<file path="src/rtl/ahb_uart_rx_slave.sv">
// AHB-Lite zero-wait-state slave receiving 8N1 UART frames into a small FIFO.
// Ports:
//   clk, rstn                 clock (rising edge) and asynchronous active-low reset
//   hsel, haddr, htrans,      AHB-Lite address phase (only haddr[3:2] decoded)
//   hwrite, hready
//   hwdata                    write data (data phase)
//   hrdata                    read data, combinational in the read data phase
//   hreadyout, hresp          tied to 1 / 0 (always ready, always OKAY)
//   rx_pin                    UART serial input, idle high
//   rx_irq                    registered, high while the FIFO holds data
// Register map: 0x0 RXDATA (read pops), 0x4 STATUS (write 1 to clear bits 5/6).
module ahb_uart_rx_slave #(
    parameter int unsigned CLK_FRE        = 50,
    parameter int unsigned BAUD_RATE      = 115200,
    parameter int unsigned FIFO_DEPTH     = 4,
    parameter int unsigned AHB_ADDR_WIDTH = 32,
    parameter int unsigned AHB_DATA_WIDTH = 32
) (
    input  logic                      clk,
    input  logic                      rstn,
    input  logic                      hsel,
    input  logic [AHB_ADDR_WIDTH-1:0] haddr,
    input  logic [1:0]                htrans,
    input  logic                      hwrite,
    input  logic                      hready,
    input  logic [AHB_DATA_WIDTH-1:0] hwdata,
    output logic [AHB_DATA_WIDTH-1:0] hrdata,
    output logic                      hreadyout,
    output logic                      hresp,
    input  logic                      rx_pin,
    output logic                      rx_irq
);

    localparam int unsigned CYCLE = CLK_FRE * 1000000 / BAUD_RATE;
    localparam int unsigned HALF  = CYCLE / 2;
    localparam int unsigned CNT_W = $clog2(CYCLE + 1);
    localparam int unsigned PTR_W = $clog2(FIFO_DEPTH);
    localparam int unsigned LVL_W = PTR_W + 1;

    typedef enum logic [1:0] {S_IDLE, S_START, S_DATA, S_STOP} state_t;

    state_t             state, state_nxt;
    logic [CNT_W-1:0]   cnt, cnt_nxt;
    logic [2:0]         bit_idx, bit_idx_nxt;
    logic [7:0]         shift, shift_nxt;
    logic               push_c, frame_set_c;
    logic               rx_meta, rx_s, rx_d;

    logic [7:0]         mem [FIFO_DEPTH];
    logic [PTR_W-1:0]   wr_ptr, rd_ptr;
    logic [LVL_W-1:0]   count, count_nxt;
    logic               empty_c, full_c, pop_c, push_ok_c, ovr_set_c;
    logic               overrun, frame_err;

    logic               dp_valid, dp_write;
    logic [1:0]         dp_addr;
    logic               rd_c, wr_status_c;
    logic [AHB_DATA_WIDTH-1:0] status_c;
    logic               unused_c;

    assign hreadyout = 1'b1;
    assign hresp     = 1'b0;
    assign unused_c  = ^{haddr, hwdata, htrans[0]};

    // Two-flop synchronizer plus one delay stage for falling-edge detection
    always_ff @(posedge clk or negedge rstn) begin
        if (!rstn) begin
            rx_meta <= 1'b1;
            rx_s    <= 1'b1;
            rx_d    <= 1'b1;
        end else begin
            rx_meta <= rx_pin;
            rx_s    <= rx_meta;
            rx_d    <= rx_s;
        end
    end

    // RX FSM state and datapath registers
    always_ff @(posedge clk or negedge rstn) begin
        if (!rstn) begin
            state   <= S_IDLE;
            cnt     <= '0;
            bit_idx <= '0;
            shift   <= '0;
        end else begin
            state   <= state_nxt;
            cnt     <= cnt_nxt;
            bit_idx <= bit_idx_nxt;
            shift   <= shift_nxt;
        end
    end

    // RX FSM next state: sample mid-bit, LSB first
    always_comb begin
        state_nxt   = state;
        cnt_nxt     = cnt + CNT_W'(1);
        bit_idx_nxt = bit_idx;
        shift_nxt   = shift;
        push_c      = 1'b0;
        frame_set_c = 1'b0;
        case (state)
            S_IDLE: begin
                cnt_nxt = '0;
                if (rx_d && !rx_s) state_nxt = S_START;
            end
            S_START: begin
                if (cnt == CNT_W'(HALF - 1)) begin
                    cnt_nxt     = '0;
                    bit_idx_nxt = '0;
                    state_nxt   = rx_s ? S_IDLE : S_DATA;
                end
            end
            S_DATA: begin
                if (cnt == CNT_W'(CYCLE - 1)) begin
                    cnt_nxt     = '0;
                    shift_nxt   = {rx_s, shift[7:1]};
                    bit_idx_nxt = bit_idx + 3'd1;
                    if (bit_idx == 3'd7) state_nxt = S_STOP;
                end
            end
            S_STOP: begin
                if (cnt == CNT_W'(CYCLE - 1)) begin
                    cnt_nxt     = '0;
                    push_c      = rx_s;
                    frame_set_c = !rx_s;
                    state_nxt   = S_IDLE;
                end
            end
            default: state_nxt = S_IDLE;
        endcase
    end

    // AHB address-phase capture
    always_ff @(posedge clk or negedge rstn) begin
        if (!rstn) begin
            dp_valid <= 1'b0;
            dp_write <= 1'b0;
            dp_addr  <= '0;
        end else begin
            dp_valid <= hsel & hready & htrans[1];
            if (hsel & hready & htrans[1]) begin
                dp_write <= hwrite;
                dp_addr  <= haddr[3:2];
            end
        end
    end

    assign rd_c        = dp_valid && !dp_write;
    assign wr_status_c = dp_valid && dp_write && (dp_addr == 2'd1);
    assign empty_c     = (count == '0);
    assign full_c      = (count == LVL_W'(FIFO_DEPTH));
    assign pop_c       = rd_c && (dp_addr == 2'd0) && !empty_c;
    // A full FIFO still accepts a byte when a pop frees a slot in the same cycle
    assign push_ok_c   = push_c && (!full_c || pop_c);
    assign ovr_set_c   = push_c && full_c && !pop_c;

    always_comb begin
        count_nxt = count;
        case ({push_ok_c, pop_c})
            2'b10:   count_nxt = count + LVL_W'(1);
            2'b01:   count_nxt = count - LVL_W'(1);
            default: count_nxt = count;
        endcase
    end

    // FIFO storage needs no reset; validity is tracked by count
    always_ff @(posedge clk) begin
        if (push_ok_c) mem[wr_ptr] <= shift;
    end

    // FIFO pointers, sticky flags and interrupt
    always_ff @(posedge clk or negedge rstn) begin
        if (!rstn) begin
            wr_ptr    <= '0;
            rd_ptr    <= '0;
            count     <= '0;
            overrun   <= 1'b0;
            frame_err <= 1'b0;
            rx_irq    <= 1'b0;
        end else begin
            if (push_ok_c) wr_ptr <= wr_ptr + PTR_W'(1);
            if (pop_c)     rd_ptr <= rd_ptr + PTR_W'(1);
            count  <= count_nxt;
            rx_irq <= (count_nxt != '0);
            if (ovr_set_c)                       overrun <= 1'b1;
            else if (wr_status_c && hwdata[5])   overrun <= 1'b0;
            if (frame_set_c)                     frame_err <= 1'b1;
            else if (wr_status_c && hwdata[6])   frame_err <= 1'b0;
        end
    end

    always_comb begin
        status_c      = '0;
        status_c[0]   = !empty_c;
        status_c[1]   = full_c;
        status_c[4:2] = 3'(count);
        status_c[5]   = overrun;
        status_c[6]   = frame_err;
    end

    // Read mux, zero outside a read data phase
    always_comb begin
        hrdata = '0;
        if (rd_c) begin
            case (dp_addr)
                2'd0:    if (!empty_c) hrdata = AHB_DATA_WIDTH'(mem[rd_ptr]);
                2'd1:    hrdata = status_c;
                default: hrdata = '0;
            endcase
        end
    end

endmodule
</file>
<file path="config.mk">
export PLATFORM = sky130hd
export DESIGN_NAME = ahb_uart_rx_slave
export DESIGN_NICKNAME = d
export VERILOG_FILES = /design/src/rtl/ahb_uart_rx_slave.sv
export SDC_FILE = /design/constraint.sdc
export NUM_CORES = 1
export LEC_CHECK = 0
export ABC_AREA = 1
export CAP_MARGIN = 40
export CORE_MARGIN = 2
export CORE_UTILIZATION = 37
export DETAILED_ROUTE_END_ITERATION = 10
export GPL_TIMING_DRIVEN = 0
export PLACE_DENSITY = 0.66
export SLEW_MARGIN = 30
export SYNTH_ARGS = -nofsm -noshare
export SYNTH_HDL_FRONTEND = slang
export SYNTH_SLANG_ARGS = --single-unit
</file>
<file path="constraint.sdc">
create_clock -name clk -period 4.4 [get_ports clk]
set_clock_uncertainty 0.15 [all_clocks]
set_input_delay 0.88 -clock clk [delete_from_list [all_inputs] [get_ports clk]]
set_output_delay 0.88 -clock clk [all_outputs]
set_load 0.02 [all_outputs]
</file>
==> results of run 1 <==
-- state kept, by name, summed over array words and instances, names as in the netlist, 2 cells and up, named ones only --
register  cells
shift         8
rd_ptr        2
dp_addr       2
cnt           9
mem          32
wr_ptr        2
bit_idx       3
count         3
-- metal layers --
| metal | share of wire, % | wire length [microns] | track usage (%) |
|---|---|---|---|
| met1 | 48 | 3160 | 17.7 |
| met2 | 45 | 2980 | 22.5 |
| met3 | 5.8 | 384 | 3.19 |
| met4 | 1.5 | 101 | 5.37 |
| met5 | 0 | 0 | 0 |
-- worst paths after layout --
path	from	to	slack (ns)
setup / recovery	rd_ptr[0]$_DFFE_PN0N_	hrdata[3]	0.81
hold / removal	rx_meta$_DFF_PN1_	rx_s$_DFF_PN1_	0.21
setup reg to reg	cnt[1]$_DFF_PN0_	mem[3][6]$_DFFE_PP_	1.96
hold reg to reg	rx_meta$_DFF_PN1_	rx_s$_DFF_PN1_	0.21
max in group asynchronous	rstn	dp_write$_DFFE_PN0P_	3.27
min in group asynchronous	rstn	shift[4]$_DFFE_PN0P_	0.34
-- power groups by stage --
| stage | clock network [W] | logic [W] | registers (W) |
|---|---|---|---|
| after global placement | 0 | 0.000204 | 0.000765 |
| final | 0.000495 | 0.000214 | 0.000753 |
| after global routing | 0.000537 | 0.000246 | 0.000757 |
| after detailed placement | 0 | 0.000213 | 0.000766 |
| after floorplan | 0 | 0.000165 | 0.000759 |
| after CTS | 0.000508 | 0.000214 | 0.000752 |
-- Yosys cell counts, types with 3 or more instances --
| master | number | area share, % |
|---|---|---|
| sky130_fd_sc_hd__nand3_1 | 14 | 2.0 |
| sky130_fd_sc_hd__dfrtp_1 | 36 | 26 |
| sky130_fd_sc_hd__nand2_1 | 70 | 7.6 |
| sky130_fd_sc_hd__dfstp_2 | 3 | 2.3 |
| sky130_fd_sc_hd__o32ai_1 | 6 | 1.5 |
| sky130_fd_sc_hd__nor2_1 | 44 | 4.8 |
| sky130_fd_sc_hd__a21oi_1 | 11 | 1.6 |
| sky130_fd_sc_hd__nand4_1 | 5 | 0.90 |
| sky130_fd_sc_hd__edfxtp_1 | 32 | 28 |
| sky130_fd_sc_hd__buf_4 | 26 | 5.6 |
| sky130_fd_sc_hd__o21ai_0 | 14 | 2.0 |
| sky130_fd_sc_hd__nor3_1 | 6 | 0.87 |
| sky130_fd_sc_hd__ha_1 | 9 | 3.3 |
| sky130_fd_sc_hd__nand2_2 | 3 | 0.54 |
| sky130_fd_sc_hd__buf_2 | 3 | 0.43 |
| sky130_fd_sc_hd__inv_1 | 37 | 4.0 |
| sky130_fd_sc_hd__o21ai_1 | 5 | 0.72 |
-- logic make-up after synthesis --
group	after synthesis	share of synthesized area (%)
AOI/OAI and AO/OA	45	8.17
DFF	71	56.1
other	2	0.217
and+or+nand+nor	150	19.5
buffers and inverters	70	10.5
xor gates and xnor gates	4	1.01
muxes	2	0.723
adders and majority gates	10	3.83
-- stage by stage --
step	utilization, %	instances	hold WS (ns)	setup WS (ns)
floorplan	-	378	0.195	1.84
global placement	42.4	508	0.196	1.17
detailed placement	42.6	509	0.201	1.16
CTS	44.7	525	0.212	0.790
global route	44.9	527	0.214	0.655
finish	44.9	527	0.210	0.806
-- cell type report --
cell class | count | area, sq um | share of cell area, %
Buffer | 31 | 218 | 5.30
Clock buffer | 10 | 128 | 3.11
Sequential cell | 71 | 1940 | 47.3
Tap cell | 111 | 139 | 3.38
Timing Repair Buffer | 22 | 228 | 5.55
Multi-Input combinational cell | 237 | 1250 | 30.3
Clock inverter | 6 | 61.3 | 1.49
Inverter | 39 | 146 | 3.56
-- critical path: cells and delay by family, from the launching register on --
| family | cells | cell delay (ns) |
|---|---|---|
| buffers and inverters | 4 | 1.31 |
| AO/OA/AOI/OAI | 2 | 0.37 |
| AND/OR/NAND/NOR | 2 | 0.17 |
| flip-flops | 1 | 0.36 |
==> results.md, run 1 <==
- Port Buffer Count: 19
- Stage delay of the slowest cell on the critical path: roughly 0.63 ns
- Total core area: 9150 sq um
- Largest net degree at the start of global routing: 23
- Number of enable flip-flop cells after synthesis: 32
- TritonCTS clock tree: built
- Pwr/cell area: ~360 nW/um^2
- Cell area after synthesis: approximately 3500 sq um
- Leading cell types in the layout, fill and taps excluded: 70 x sky130_fd_sc_hd__nand2_1, 44 x sky130_fd_sc_hd__nor2_1, 37 x sky130_fd_sc_hd__inv_1, 36 x sky130_fd_sc_hd__dfrtp_1, 32 x sky130_fd_sc_hd__edfxtp_1
- Switching share of power: between 20% and 30%
- Max H-tree Level: 3
- Standard-cell rows: 35
- Initial standard-cell utilization of the core: between 30% and 40%
- Post-route clock period utilization: 81.7%
- Filler cell count in the final layout: approximately 900
- Vertical die dimension: just over 100 microns
- Max IR drop VDD: approximately 0.17 mV
- Slowest CP cell: sky130_fd_sc_hd__clkdlybuf4s50_1
- Master cell of the clock root buffer: sky130_fd_sc_hd__clkbuf_8
- Crit path DAT: 2.56 ns
- # IOs: roughly 110
- Unrepaired setup endpoints after global routing: false
- FF-to-FF path depth: 8
- Wire length of the first global-routing pass: 10.9 mm
- Post-CTS setup buffer count: 0
- Commonest non-fill, non-tap cell in the layout: sky130_fd_sc_hd__nand2_1
- Routed via count: 2450
- Max Freq: 278 MHz
- Synthesized instance count: about 350
- Post-CTS Resized: 0
- Number of clock sinks seen by CTS: between 70 and 80
- Leak pwr: 1.79 nW
- Total grt overflow: 0
- DRC violations left: 0
- HPWL after DPL: 4.78 mm
- Hold/Removal Path Class: flip-flop to flip-flop
- Layout Nets: roughly 500
- Internal power: approximately 0.0011 W
- Overall die width: just over 100 microns
- Clock latency reported for the late side of the worst-skew pair: approximately 0.33 ns
- Reported max-cap violation count: 0
- Post-layout minimum cycle time: ~3.6 ns
- Leading register cell type out of synthesis: sky130_fd_sc_hd__dfrtp_1
- Via count of the first global-routing pass: approximately 2300
- Crit path launch type: flip-flop
- List of cells traversed by the critical path: buf_2, inv_1, buf_2, nor2_1, o32ai_1, nand2_1, a21oi_1, clkdlybuf4s50_1
- Final TNS setup: 0 ns
- Mean cell area of the mapped netlist: between 9 and 10 sq um
- Detailed-routing iteration count for the pre-antenna-repair pass: 4
- All-Layer GR Usage: 13.8%
- Fraction of layout instances using a drive strength above 1: between 10% and 20%
- Sequential share of the synthesized area: 56.1%
- Final weighted congestion in routability-driven placement: roughly 0.80
- DRT antenna net count: 0
- Synth cell types: 37
- Area Growth Syn to Fin: 18.7%
- Headroom to the max-slew limit: 45.1%
- Largest fanout on the critical path: 10
- Die area: about 10000 sq um
- Post-detailed-route wirelength per cell: roughly 13 microns
- Average vias per placed instance: approximately 4.6
- Placed Instance Area: between 3000 and 4000 sq um
- Power spent charging and discharging nets: about 0.0004 W
- Number of clock buffers inserted by TritonCTS: 9
- Proportion of register bits with asynchronous set or reset after synthesis: a little over half
- Number of DRC markers in iteration 0: about 150
- Number of hold buffers added after cts: 0
- Cell repeated most along the worst path: sky130_fd_sc_hd__buf_2
- Hold path depth: 0
- Reg power frac: between 50% and 60%
- Final setup viols: 0
- Initial antenna violation count: 0
- Worst Tran Pin Value: around 0.82 ns
- Status: completed
- Total count of hold-check failures in the final report: 0
- Type of destination of the critical path: output pin
- CTS Buffer Depth: 2
- Required time at the worst-slack endpoint: 3.37 ns
- Syn. warnings: 0
- Register bit total from synthesis: between 70 and 80
- Final Instance Area: ~4000 sq um
- Count of pins over their slew limit: 0
- Antenna fix cells: 0
- Final WL: ~6.6 mm
- Clock network power share: about a third
- Power after layout: between 0.001 and 0.0015 W
- Fraction of power consumed by combinational cells: 14.7%
- CTS clk-pin slew, worst paths: around 0.07 ns
- Worst setup path class: flip-flop to output pin
(Power assumes the default switching activity.)
==> inputs of run 2 (changes only) <==
clock period = 3.35 ns   (was 4.4 ns; I/O delays follow)
==> run 2 against run 1 <==
  * Sequential cell count did not move
  * Critical path depth did not move
  * Hold slack got worse by 0.074 ns
  * Setup slack got worse by 0.70 ns
  * Sequential power rose by 31%
  * Design area rose by 0.15%
  * Via count barely moved
  * Utilization rose by 0.068 points
  * Global-route usage did not move
  * Die area did not move
  * Sequential share of layout area fell by 0.072 points
  * Cell count fell by 0.19%
  * Largest power group unchanged
  * Highest routed layer unchanged
==> results.md, run 2 (same netlist as run 1, synthesis figures left out) <==
- Wire length of the first global-routing pass: 10.9 mm
- CTS Buffer Depth: 2
- Slowest CP cell: sky130_fd_sc_hd__clkdlybuf4s50_1
- Antenna fix cells: 0
- Number of clock sinks seen by CTS: 71
- Number of hold buffers added after cts: 0
- Number of DRC markers in iteration 0: 134
- Max IR drop VDD: 0.222 mV
- Via count of the first global-routing pass: 2283
- Area used by multi-input combinational logic: between 1000 and 1500 sq um
- Post-layout minimum cycle time: roughly 3.2 ns
- Crit path launch type: flip-flop
- FF-to-FF Start: cnt[1]$_DFF_PN0_
- Master cell of the clock root buffer: sky130_fd_sc_hd__clkbuf_8
- Post-route clock period utilization: between 90 and 100%
- Crit path depth: 8
- Hold/Removal Path Class: primary input to async pin
- HPWL after DPL: roughly 4.8 mm
- Average vias per placed instance: 4.66
- All-Layer GR Usage: 13.8%
- Status: completed
- Number of buffers and inverters on the critical path: 4
- Leak pwr: between 1.5 and 2 nW
- Count of pins over their slew limit: 0
- Stage delay of the slowest cell on the critical path: 0.63 ns
- Post-detailed-route wirelength per cell: ~13 microns
- Final setup viols: 0
- Largest net degree at the start of global routing: 23
- Max Freq: around 300 MHz
- Initial standard-cell utilization of the core: a little under two fifths
- # IOs: approximately 110
- Unrepaired setup endpoints after global routing: false
- Final WL: around 6.6 mm
- Largest registers: mem x32, cnt x9, shift x8
- Area Growth Syn to Fin: 18.8%
- TritonCTS clock tree: built
- Max FFs per register: 32
- DRC violations left: 0
- Internal reg-to-reg setup slack: a little over 0.9 ns
- Layout Nets: just under 500
- Commonest non-fill, non-tap cell in the layout: sky130_fd_sc_hd__nand2_1
- Destination of the worst register-to-register timing path: mem[3][2]$_DFFE_PP_
- List of cells traversed by the critical path: buf_2, clkinvlp_4, buf_4, nor2_1, o32ai_1, nand2_1, a21oi_1, clkdlybuf4s50_1
- Top cell family by delay on the critical path: buffers and inverters
- Die area: between 10000 and 15000 sq um
- Final Instance Area: 4110 sq um
- Leading cell types in the layout, fill and taps excluded: 70 x sky130_fd_sc_hd__nand2_1, 44 x sky130_fd_sc_hd__nor2_1, 36 x sky130_fd_sc_hd__inv_1, 36 x sky130_fd_sc_hd__dfrtp_1, 32 x sky130_fd_sc_hd__edfxtp_1
- Overall die width: ~100 microns
- Total grt overflow: 0
- Largest fanout on the critical path: 10
- Vertical die dimension: slightly above 100 microns
- Max H-tree Level: 3
- Total count of hold-check failures in the final report: 0
- Type of destination of the critical path: output pin
- Post-CTS setup buffer count: 0
- Number of clock buffers inserted by TritonCTS: 9
- Required time at the worst-slack endpoint: 2.53 ns
- Routed via count: around 2500
- Total core area: approximately 9200 sq um
- DRT antenna net count: 0
- Detailed-routing iteration count for the pre-antenna-repair pass: 4
- Pwr/cell area: 467 nW/um^2
- Reg area: a little under 2000 sq um
- Worst setup path class: flip-flop to output pin
- Port Buffer Count: 19
- Crit path DAT: ~2.4 ns
- Headroom to the max-slew limit: between 40% and 50%
- Standard-cell rows: 35
- Fraction of layout instances using a drive strength above 1: 16.1%
- Clock latency reported for the late side of the worst-skew pair: about 0.33 ns
- Reported max-cap violation count: 0
- Power after layout: just under 0.002 W
- FF-to-FF path depth: 8
- Largest Register: mem
- Final weighted congestion in routability-driven placement: 0.804
- Final TNS setup: 0 ns
- CTS clk-pin slew, worst paths: approximately 0.080 ns
- Filler cell count in the final layout: approximately 880
- Final cell count without fillers: 526
- Cell Count Post-Placement: slightly above 500
- Initial antenna violation count: 0
- Worst Tran Pin Value: 0.828 ns
- Placed Instance Area: 3900 sq um
==> run 2: where the power goes <==
group	switching, W	internal (W)
clock	0.000309	0.000342
sequential	0.0000405	0.000948
combinational	0.000185	0.0000968
==> run 2: area by class of cell <==
| cell class | count | area share [%] |
|---|---|---|
| clock inverter | 6 | 1.49 |
| sequential | 71 | 47.2 |
| inverter | 39 | 3.65 |
| clock buffer | 10 | 3.10 |
| tap | 111 | 3.38 |
| multi-input combinational | 237 | 30.3 |
| buffer | 30 | 5.29 |
| timing repair buffer | 22 | 5.60 |
==> run 2: worst max path at each step <==
stage	slack, ns	startpoint	to
detailed placement	0.32	rd_ptr[0]$_DFFE_PN0N_	hrdata[3]
floorplan	1.00	rd_ptr[0]$_DFFE_PN0N_	hrdata[7]
global placement	0.33	rd_ptr[0]$_DFFE_PN0N_	hrdata[3]
global route	0.007	rd_ptr[0]$_DFFE_PN0N_	hrdata[3]
finish	0.11	rd_ptr[0]$_DFFE_PN0N_	hrdata[3]
CTS	0.01	rd_ptr[0]$_DFFE_PN0N_	hrdata[3]
==> run 2: worst reg2reg max path, delay by kind of cell, from the launching register on <==
| family | cells | cell delay, ns |
|---|---|---|
| and+or+nand+nor | 6 | 1.24 |
| buffers and inverters | 1 | 0.10 |
| adders and majority gates | 1 | 0.18 |
| DFF | 1 | 0.40 |
==> run 2: per-layer routing <==
layer  GRT usage [%]  share of wire (%)
met5               0                  0
met3            3.19                6.8
met2            22.5                 45
met4            5.37                1.5
met1            17.7                 47
==> run 2: repair_timing <==
action / 4_1_cts / 5_1_grt
gates resized for setup: 2 / 2
endpoints found under the setup margin: 4 / 7
pin swaps: 0 / 0
==> run 2: through the flow <==
| stage | utilization, % | hold slack, ns | setup slack, ns |
|---|---|---|---|
| final | 44.9 | 0.136 | 0.107 |
| after global routing | 44.9 | 0.147 | 0.00722 |
| after CTS | 44.7 | 0.137 | 0.0139 |
| after detailed placement | 42.6 | 0.201 | 0.325 |
| after global placement | 42.4 | 0.196 | 0.330 |
| after floorplan | - | 0.195 | 1.00 |
